**src/rtl/instruction_fetch_if.sv**
```systemverilog
// instruction_fetch_if: fetch-stage bus bundle.
// Carries the PC controls (pc_in, pc_up, pc_load, pc_target), the
// instruction-memory read channel (imem_req, imem_addr, imem_ack, imem_rdata),
// the decode handshake (ir_out, ir_pc, ir_valid, ir_ready) and the execute
// redirect (redirect, redirect_addr).
// master: the fetch stage; slave: the PC, memory, decode and execute around it.
interface instruction_fetch_if #(
   parameter int DATA_WIDTH = 16,
   parameter int ADDR_WIDTH = 16
);
   logic [ADDR_WIDTH-1:0] pc_in;
   logic                  pc_up;
   logic                  pc_load;
   logic [ADDR_WIDTH-1:0] pc_target;
   logic                  imem_req;
   logic [ADDR_WIDTH-1:0] imem_addr;
   logic                  imem_ack;
   logic [DATA_WIDTH-1:0] imem_rdata;
   logic [DATA_WIDTH-1:0] ir_out;
   logic [ADDR_WIDTH-1:0] ir_pc;
   logic                  ir_valid;
   logic                  ir_ready;
   logic                  redirect;
   logic [ADDR_WIDTH-1:0] redirect_addr;

   modport master (
      input  pc_in, imem_ack, imem_rdata, ir_ready, redirect, redirect_addr,
      output pc_up, pc_load, pc_target, imem_req, imem_addr, ir_out, ir_pc, ir_valid
   );

   modport slave (
      output pc_in, imem_ack, imem_rdata, ir_ready, redirect, redirect_addr,
      input  pc_up, pc_load, pc_target, imem_req, imem_addr, ir_out, ir_pc, ir_valid
   );
endinterface

```
**src/rtl/instruction_fetch.sv**
```systemverilog
// instruction_fetch: multicycle fetch stage, at most one instruction in flight.
// Ports: clk (rising edge), clr (async active-low reset), bus (master side of
// instruction_fetch_if: PC controls, imem read channel, decode handshake,
// execute redirect).
module instruction_fetch #(
   parameter int DATA_WIDTH = 16,
   parameter int ADDR_WIDTH = 16
) (
   input logic                 clk,
   input logic                 clr,
   instruction_fetch_if.master bus
);
   typedef enum logic [1:0] {ADDR, FETCH, DRAIN, HOLD} state_t;

   state_t                state_q, state_d;
   logic [ADDR_WIDTH-1:0] fetch_addr_q, fetch_addr_d;
   logic [DATA_WIDTH-1:0] ir_out_q, ir_out_d;
   logic [ADDR_WIDTH-1:0] ir_pc_q, ir_pc_d;
   logic                  ir_valid_q, ir_valid_d;
   logic                  req;

   always_ff @(posedge clk or negedge clr) begin
      if (!clr) begin
         state_q      <= ADDR;
         fetch_addr_q <= '0;
         ir_out_q     <= '0;
         ir_pc_q      <= '0;
         ir_valid_q   <= 1'b0;
      end else begin
         state_q      <= state_d;
         fetch_addr_q <= fetch_addr_d;
         ir_out_q     <= ir_out_d;
         ir_pc_q      <= ir_pc_d;
         ir_valid_q   <= ir_valid_d;
      end
   end

   always_comb begin
      state_d      = state_q;
      fetch_addr_d = fetch_addr_q;
      ir_out_d     = ir_out_q;
      ir_pc_d      = ir_pc_q;
      ir_valid_d   = ir_valid_q;
      case (state_q)
         ADDR: begin
            // A redirect loads the PC this edge, so pc_in is stale; resample next cycle.
            fetch_addr_d = bus.pc_in;
            state_d      = bus.redirect ? ADDR : FETCH;
         end
         FETCH: begin
            if (bus.imem_ack && !bus.redirect) begin
               ir_out_d   = bus.imem_rdata;
               ir_pc_d    = fetch_addr_q;
               ir_valid_d = 1'b1;
               state_d    = HOLD;
            end else if (bus.imem_ack) begin
               state_d = ADDR;
            end else if (bus.redirect) begin
               // Outstanding read must still complete; its data is thrown away.
               state_d = DRAIN;
            end
         end
         DRAIN: state_d = bus.imem_ack ? ADDR : DRAIN;
         HOLD: begin
            // A redirect squashes the held instruction even if decode is ready.
            if (bus.ir_ready || bus.redirect) begin
               ir_valid_d = 1'b0;
               state_d    = ADDR;
            end
         end
         default: state_d = ADDR;
      endcase
   end

   assign req           = (state_q == FETCH) || (state_q == DRAIN);
   assign bus.imem_req  = req;
   assign bus.imem_addr = req ? fetch_addr_q : '0;
   assign bus.pc_load   = bus.redirect;
   assign bus.pc_target = bus.redirect ? bus.redirect_addr : '0;
   assign bus.pc_up     = (state_q == FETCH) && bus.imem_ack && !bus.redirect;
   assign bus.ir_out    = ir_out_q;
   assign bus.ir_pc     = ir_pc_q;
   assign bus.ir_valid  = ir_valid_q;
endmodule

```
**src/flat_wrapper.sv**
```systemverilog
// flat-port wrapper written by rule: the top's interface ports become plain ports
module instruction_fetch_flat 
#(
   parameter int DATA_WIDTH = 16,
   parameter int ADDR_WIDTH = 16
)
  (clk, clr, bus_pc_in, bus_imem_ack, bus_imem_rdata, bus_ir_ready, bus_redirect, bus_redirect_addr, bus_pc_up, bus_pc_load, bus_pc_target, bus_imem_req, bus_imem_addr, bus_ir_out, bus_ir_pc, bus_ir_valid);
  instruction_fetch_if #(.DATA_WIDTH(DATA_WIDTH), .ADDR_WIDTH(ADDR_WIDTH)) bus_i ();
  input logic clk;
  input logic clr;
  input wire logic [$bits(bus_i.pc_in)-1:0] bus_pc_in;
  input wire logic [$bits(bus_i.imem_ack)-1:0] bus_imem_ack;
  input wire logic [$bits(bus_i.imem_rdata)-1:0] bus_imem_rdata;
  input wire logic [$bits(bus_i.ir_ready)-1:0] bus_ir_ready;
  input wire logic [$bits(bus_i.redirect)-1:0] bus_redirect;
  input wire logic [$bits(bus_i.redirect_addr)-1:0] bus_redirect_addr;
  output wire logic [$bits(bus_i.pc_up)-1:0] bus_pc_up;
  output wire logic [$bits(bus_i.pc_load)-1:0] bus_pc_load;
  output wire logic [$bits(bus_i.pc_target)-1:0] bus_pc_target;
  output wire logic [$bits(bus_i.imem_req)-1:0] bus_imem_req;
  output wire logic [$bits(bus_i.imem_addr)-1:0] bus_imem_addr;
  output wire logic [$bits(bus_i.ir_out)-1:0] bus_ir_out;
  output wire logic [$bits(bus_i.ir_pc)-1:0] bus_ir_pc;
  output wire logic [$bits(bus_i.ir_valid)-1:0] bus_ir_valid;
  assign bus_i.pc_in = bus_pc_in;
  assign bus_i.imem_ack = bus_imem_ack;
  assign bus_i.imem_rdata = bus_imem_rdata;
  assign bus_i.ir_ready = bus_ir_ready;
  assign bus_i.redirect = bus_redirect;
  assign bus_i.redirect_addr = bus_redirect_addr;
  assign bus_pc_up = bus_i.pc_up;
  assign bus_pc_load = bus_i.pc_load;
  assign bus_pc_target = bus_i.pc_target;
  assign bus_imem_req = bus_i.imem_req;
  assign bus_imem_addr = bus_i.imem_addr;
  assign bus_ir_out = bus_i.ir_out;
  assign bus_ir_pc = bus_i.ir_pc;
  assign bus_ir_valid = bus_i.ir_valid;
  instruction_fetch #(.DATA_WIDTH(DATA_WIDTH), .ADDR_WIDTH(ADDR_WIDTH)) u_core (.clk(clk), .clr(clr), .bus(bus_i));
endmodule
```
**config.mk**
```make
export PLATFORM = sky130hd
export DESIGN_NAME = instruction_fetch_flat
export DESIGN_NICKNAME = d
export VERILOG_FILES = /design/src/rtl/instruction_fetch_if.sv /design/src/rtl/instruction_fetch.sv /design/src/flat_wrapper.sv
export SDC_FILE = /design/constraint.sdc
export NUM_CORES = 1
export LEC_CHECK = 0
export ABC_AREA = 1
export CORE_MARGIN = 4
export CORE_UTILIZATION = 42
export CTS_BUF_LIST = sky130_fd_sc_hd__clkbuf_2 sky130_fd_sc_hd__clkbuf_4 sky130_fd_sc_hd__clkbuf_8
export CTS_CLUSTER_DIAMETER = 40
export DETAILED_ROUTE_END_ITERATION = 6
export PLACE_DENSITY = 0.9
export SYNTH_ARGS = -nofsm -noshare
export SYNTH_HDL_FRONTEND = slang
export SYNTH_SLANG_ARGS = --single-unit
```
**constraint.sdc**
```tcl
create_clock -name clk -period 1.7 [get_ports clk]
set_input_delay 0.34 -clock clk [delete_from_list [all_inputs] [get_ports clk]]
set_output_delay 0.34 -clock clk [all_outputs]
set_load 0.02 [all_outputs]
```
### Word-level counts from Yosys, hierarchy flattened

Cells that the tools add are included.

* eq/ne operators: 6
* mux-type cells: 12
* reduce and logical (&&, ||, !) cells: 11

Operators with widths (number)
* $mux W16: 2
* $mux W2: 5
* $pmux W2 S4: 1
* $eq A2 B2 Y1 const B: 2
* $ne A2 B1 Y1 const B: 2
* $ne A4 B3 Y1 const B: 1
* $reduce_and A2 Y1: 2
* $logic_and A1 B1 Y1: 3
* $mux W1: 3
* $reduce_and A3 Y1: 1
* $eq A2 B1 Y1 const B: 1
* $logic_not A2 Y1: 1
* $logic_or A1 B1 Y1: 2
* $pmux W1 S2: 1
* $reduce_bool A2 Y1: 1
* $logic_not A1 Y1: 1

* register bits: 51
* output and inout port bits: 68
* logic and storage cells: 34

### Longest topological paths before layout

* depth in word-level cells: 4
* gate-level depth with buffers: 8
* depth with buffers taken out: 8

### Least setup slack after synthesis

No wires, ideal clock.

* path type: register to output
* from: register u_core.state_q[0]
* to: output bus_imem_addr[0]
* data arrival time: 1.492 ns
* data required time: 1.360 ns
* setup slack: -0.132 ns
* cell stages (with the launch flop): 7
* path buffers: 2
* path through: dfrtp_1 > inv_1 > ha_1 > clkbuf_1 > buf_2 > nand2_1 > inv_1

* word-level cells in the longest chain between the ends: 3
* elaborated cells between the ends (all ways): 4
* classes of those cells: eq/ne (2); mux (1); reduce/logical (1)

RTL lines
* start, declared: RTL line instruction_fetch.sv:15 `state_t state_q, state_d;`
* start signal, assigned: RTL line instruction_fetch.sv:30 `state_q <= state_d;`
* $eq A2 B1 Y1 or $eq A2 B2 Y1 (tied branches): RTL line instruction_fetch.sv:75 `assign req = (state_q == FETCH) || (state_q == DRAIN);`
* $logic_or A1 B1 Y1 (*): RTL line instruction_fetch.sv:75
* net bus_imem_req: RTL line flat_wrapper.sv:20 `output wire logic [$bits(bus_i.imem_req)-1:0] bus_imem_req;`
* $mux W16 (*): RTL line instruction_fetch.sv:77 `assign bus.imem_addr = req ? fetch_addr_q : '0;`
* end, declared: RTL line flat_wrapper.sv:21 `output wire logic [$bits(bus_i.imem_addr)-1:0] bus_imem_addr;`

The timed path passes the listed nets; every way through them passes the cells marked *.

### Final worst setup path

* from: register u_core.state_q[0]
* to: output bus_imem_addr[13]

* word-level cells in the longest chain between the ends: 3
* elaborated cells between the ends (all ways): 4
* classes of those cells: eq/ne (2); mux (1); reduce/logical (1)

RTL lines (RTL line)
* $eq A2 B1 Y1 or $eq A2 B2 Y1 (tied branches): instruction_fetch.sv:75
* $logic_or A1 B1 Y1 (*): instruction_fetch.sv:75
* $mux W16 (*): instruction_fetch.sv:77

Mark *: on every way between the ends. The rest lies on a longest branch, timed or not.

==> summary.md <==
| Metric | Value |
|---|---|
| Status | finished, violations left |
| Failing checks | setup timing |
| Routed Antenna Nets | 0 |
| Top sig layer | met4 |
| Post-DP HPWL | 5000 um |
| Root Buffer | clkbuf_8 |
| Met3 wire length | 506 um |
| Skew-Pair Late Insertion Delay | 290 ps |
| Unique masters post-synth | 15 |
| Yosys reg bits | 51 |
| Crit path max fanout | 6 |
| Slowest stage cell, crit path | dfrtp_1 |
| Total CTS buffers | 5 |
| Share of the synthesized area in the top cell type | 51.9% |
| Worst path most repeated cell | buf_6 |
| Number of port buffers | 120 |
| Cell area power density | 1830 nW/um^2 |
| Initial core utilization | 44.1% |
| Share of cells above drive strength 1 | 26.6% |
| Critical path's largest stage delay | 370 ps |
| Placed Area | 3790 sq um |
| Final core occ | 74.5% |
| Post-route setup slack | -90.4 ps |
| Cell Chain, Critical Path | inv_2 -> ha_4 -> buf_6 -> buf_6 -> nand2_4 -> inv_2 -> buf_6 |
| Maxcap violations | 0 |
| Final wirelength | 6660 um |
| Die height | 84.5 um |
| Critical path class | register to output pin |
| Largest area contributor in the netlist | dfrtp_1 |
| Worst EP arrival | 1450 ps |
| Via count | 2284 |
| Dpl ws | -373 ps |
| DR iter-0 viols | 58 |
| Synth top area cells | dfrtp_1 52%, nand2_1 14%, inv_1 11%, o21ai_2 7.8%, o21ai_0 5.5% |
| Fin crit share | 105% |
| Min-delay worst type | register to register |
| TritonRoute pass-1 iters | 5 |
| Initial antenna violation count | 0 |
| Design Area, Final | 4150 sq um |
| Vias in the first global route | 2345 |
| Register area share after synthesis | 51.9% |
| # DRC | 0 |
| Final hold slack | 489 ps |
| Worst setup SP type | register |
| Global route total overflow | 0 |
| Clock skew | 4.60 ps |
| DP Cell Count | 487 |
| Met1 wire length | 2550 um |
| Core area | 5570 sq um |
| Max Clk Rate | 559 MHz |
| # rows | 27 |
| RD Place Congestion | 0.773 |
| CTS tree | built |
| Post-Syn Instances | 295 |
| Hold Vio Cnt, Final | 0 |
| Global Route Usage Sum | 18.2% |
| Final #Nets | 492 |
| Leak | 2.24 nW |
| Critical Path RT | 1360 ps |
| Max-slew violation count | 0 |
| Die area | 7140 sq um |
| Final Non-Filler Cells | 505 |
| Total power draw | 7.60 mW |
| Actual slew at the worst max-slew pin | 448 ps |
| # IOs | 121 |
| Synthesis-to-layout area growth | 69.0% |
| Pin count of the biggest net entering global routing | 33 |
| DR WL/cell | 13.2 um |
| Synth Warn # | 0 |
| Mapped Avg Cell Area | 8.33 sq um |
| RSZ-0062 raised after global routing | true |
| First-pass GRT wire length | 10700 um |
| Setup tns final | -621 ps |
| Clock buffer depth | 2 |
| Tmin final | 1790 ps |
| Final setup fails | 11 |
| Slew headroom | 70.1% |
| Met2 wire length | 3540 um |
| Worst setup EP type | output pin |
| CTS Sinks | 51 |
| Syn_nets | 354 |
| CTS clock-pin slew for the worst setup and hold paths | 90 ps |
| Mapped cell area | 2460 sq um |
| Die W | 84.5 um |
| H-tree depth | 2 |
| Ant. Diodes | 0 |
| Worst VDD drop | 1.04 mV |
| DR vias/cell | 4.52 |
-- worst max-delay path, delay by kind of cell (launching register included) --
| family | cells | cell delay (ps) |
|---|---|---|
| buffers and inverters | 5 | 460 |
| and+or+nand+nor | 1 | 40 |
| DFF | 1 | 370 |
| adders and majority gates | 1 | 290 |
-- cell families after synthesis --
kind of cell / after synthesis / share of synthesized area [%]
AND/OR/NAND/NOR: 102 / 16.0
flip-flops: 51 / 51.9
buffers and inverters: 86 / 15.5
AO/OA/AOI/OAI: 50 / 13.5
adder cells (fa/ha/maj): 6 / 3.05
-- area by class of cell --
cell class	count	area, sq um
Timing Repair Buffer	146	1510
Fill cell	400	1420
Sequential cell	51	1280
Multi-Input combinational cell	158	916
Inverter	71	267
Tap cell	72	90.1
Clock buffer	6	82.6
Clock inverter	1	8.76
-- flip-flops by register name, indices dropped and copies added (netlist names) --
name and flops:
u_core.fetch_addr_q 16, u_core.bus.ir_valid 1, u_core.bus.ir_pc 16, u_core.state_q 2, u_core.bus.ir_out 16
-- cell usage after synthesis --
cell type,n
dfrtp_1,51
o21ai_1,1
buf_2,4
o21ai_2,22
buf_4,2
nand2_1,94
nor2_1,4
buf_6,6
inv_1,70
nand3_1,3
o21ai_0,27
inv_2,1
ha_1,6
nand3_2,1
clkbuf_1,3
-- path summary, 6_finish.rpt --
check	cells after the start	endpoint	start	slack, ps
setup / recovery	7	bus_imem_addr[13]	u_core.state_q[0]	-90
hold / removal	2	u_core.bus.ir_out[6]	u_core.bus.ir_out[6]	490
setup reg to reg	8	u_core.bus.ir_out[11]	u_core.state_q[1]	160
hold reg to reg	2	u_core.bus.ir_out[6]	u_core.bus.ir_out[6]	490
max in group asynchronous	3	u_core.bus.ir_pc[9]	clr	580
min in group asynchronous	2	u_core.bus.ir_out[2]	clr	510
-- power by group --
group	switching (mW)	leakage, nW	internal [mW]
clock	0.380	0.0477	0.328
combinational	2.42	1.56	2.29
sequential	0.374	0.631	1.80
-- placed cells by master, fill, tap and decap left out, types with 9 or more instances in the layout --
cell | synthesis | routed
dfrtp_1 | 51 | 51
nand2_2 | 0 | 9
inv_1 | 70 | 52
buf_4 | 2 | 11
nand2_1 | 94 | 78
o21ai_0 | 27 | 27
dlygate4sd2_1 | 0 | 13
clkdlybuf4s50_1 | 0 | 83
buf_6 | 6 | 25
o21ai_2 | 22 | 22
inv_2 | 1 | 19
-- what timing repair did --
| action | 4_1_cts | 5_1_grt |
|---|---|---|
| hold buffers | 1 | 0 |
| setup buffers | 6 | 5 |
| hold endpoints to repair | 16 | 0 |
| pin swaps | 1 | 3 |
| resized for setup | 156 | 28 |
| cloned | 1 | 0 |
| endpoints found under the setup margin | 35 | 20 |
-- routing by layer --
metal,vias to the layer above,global-route usage [%]
met5,-,0
met4,0,2.73
met3,6,6.08
met2,76,34.1
met1,1063,20.4
li1,1139,-
Note: power is estimated with default switching activity, not from simulation.
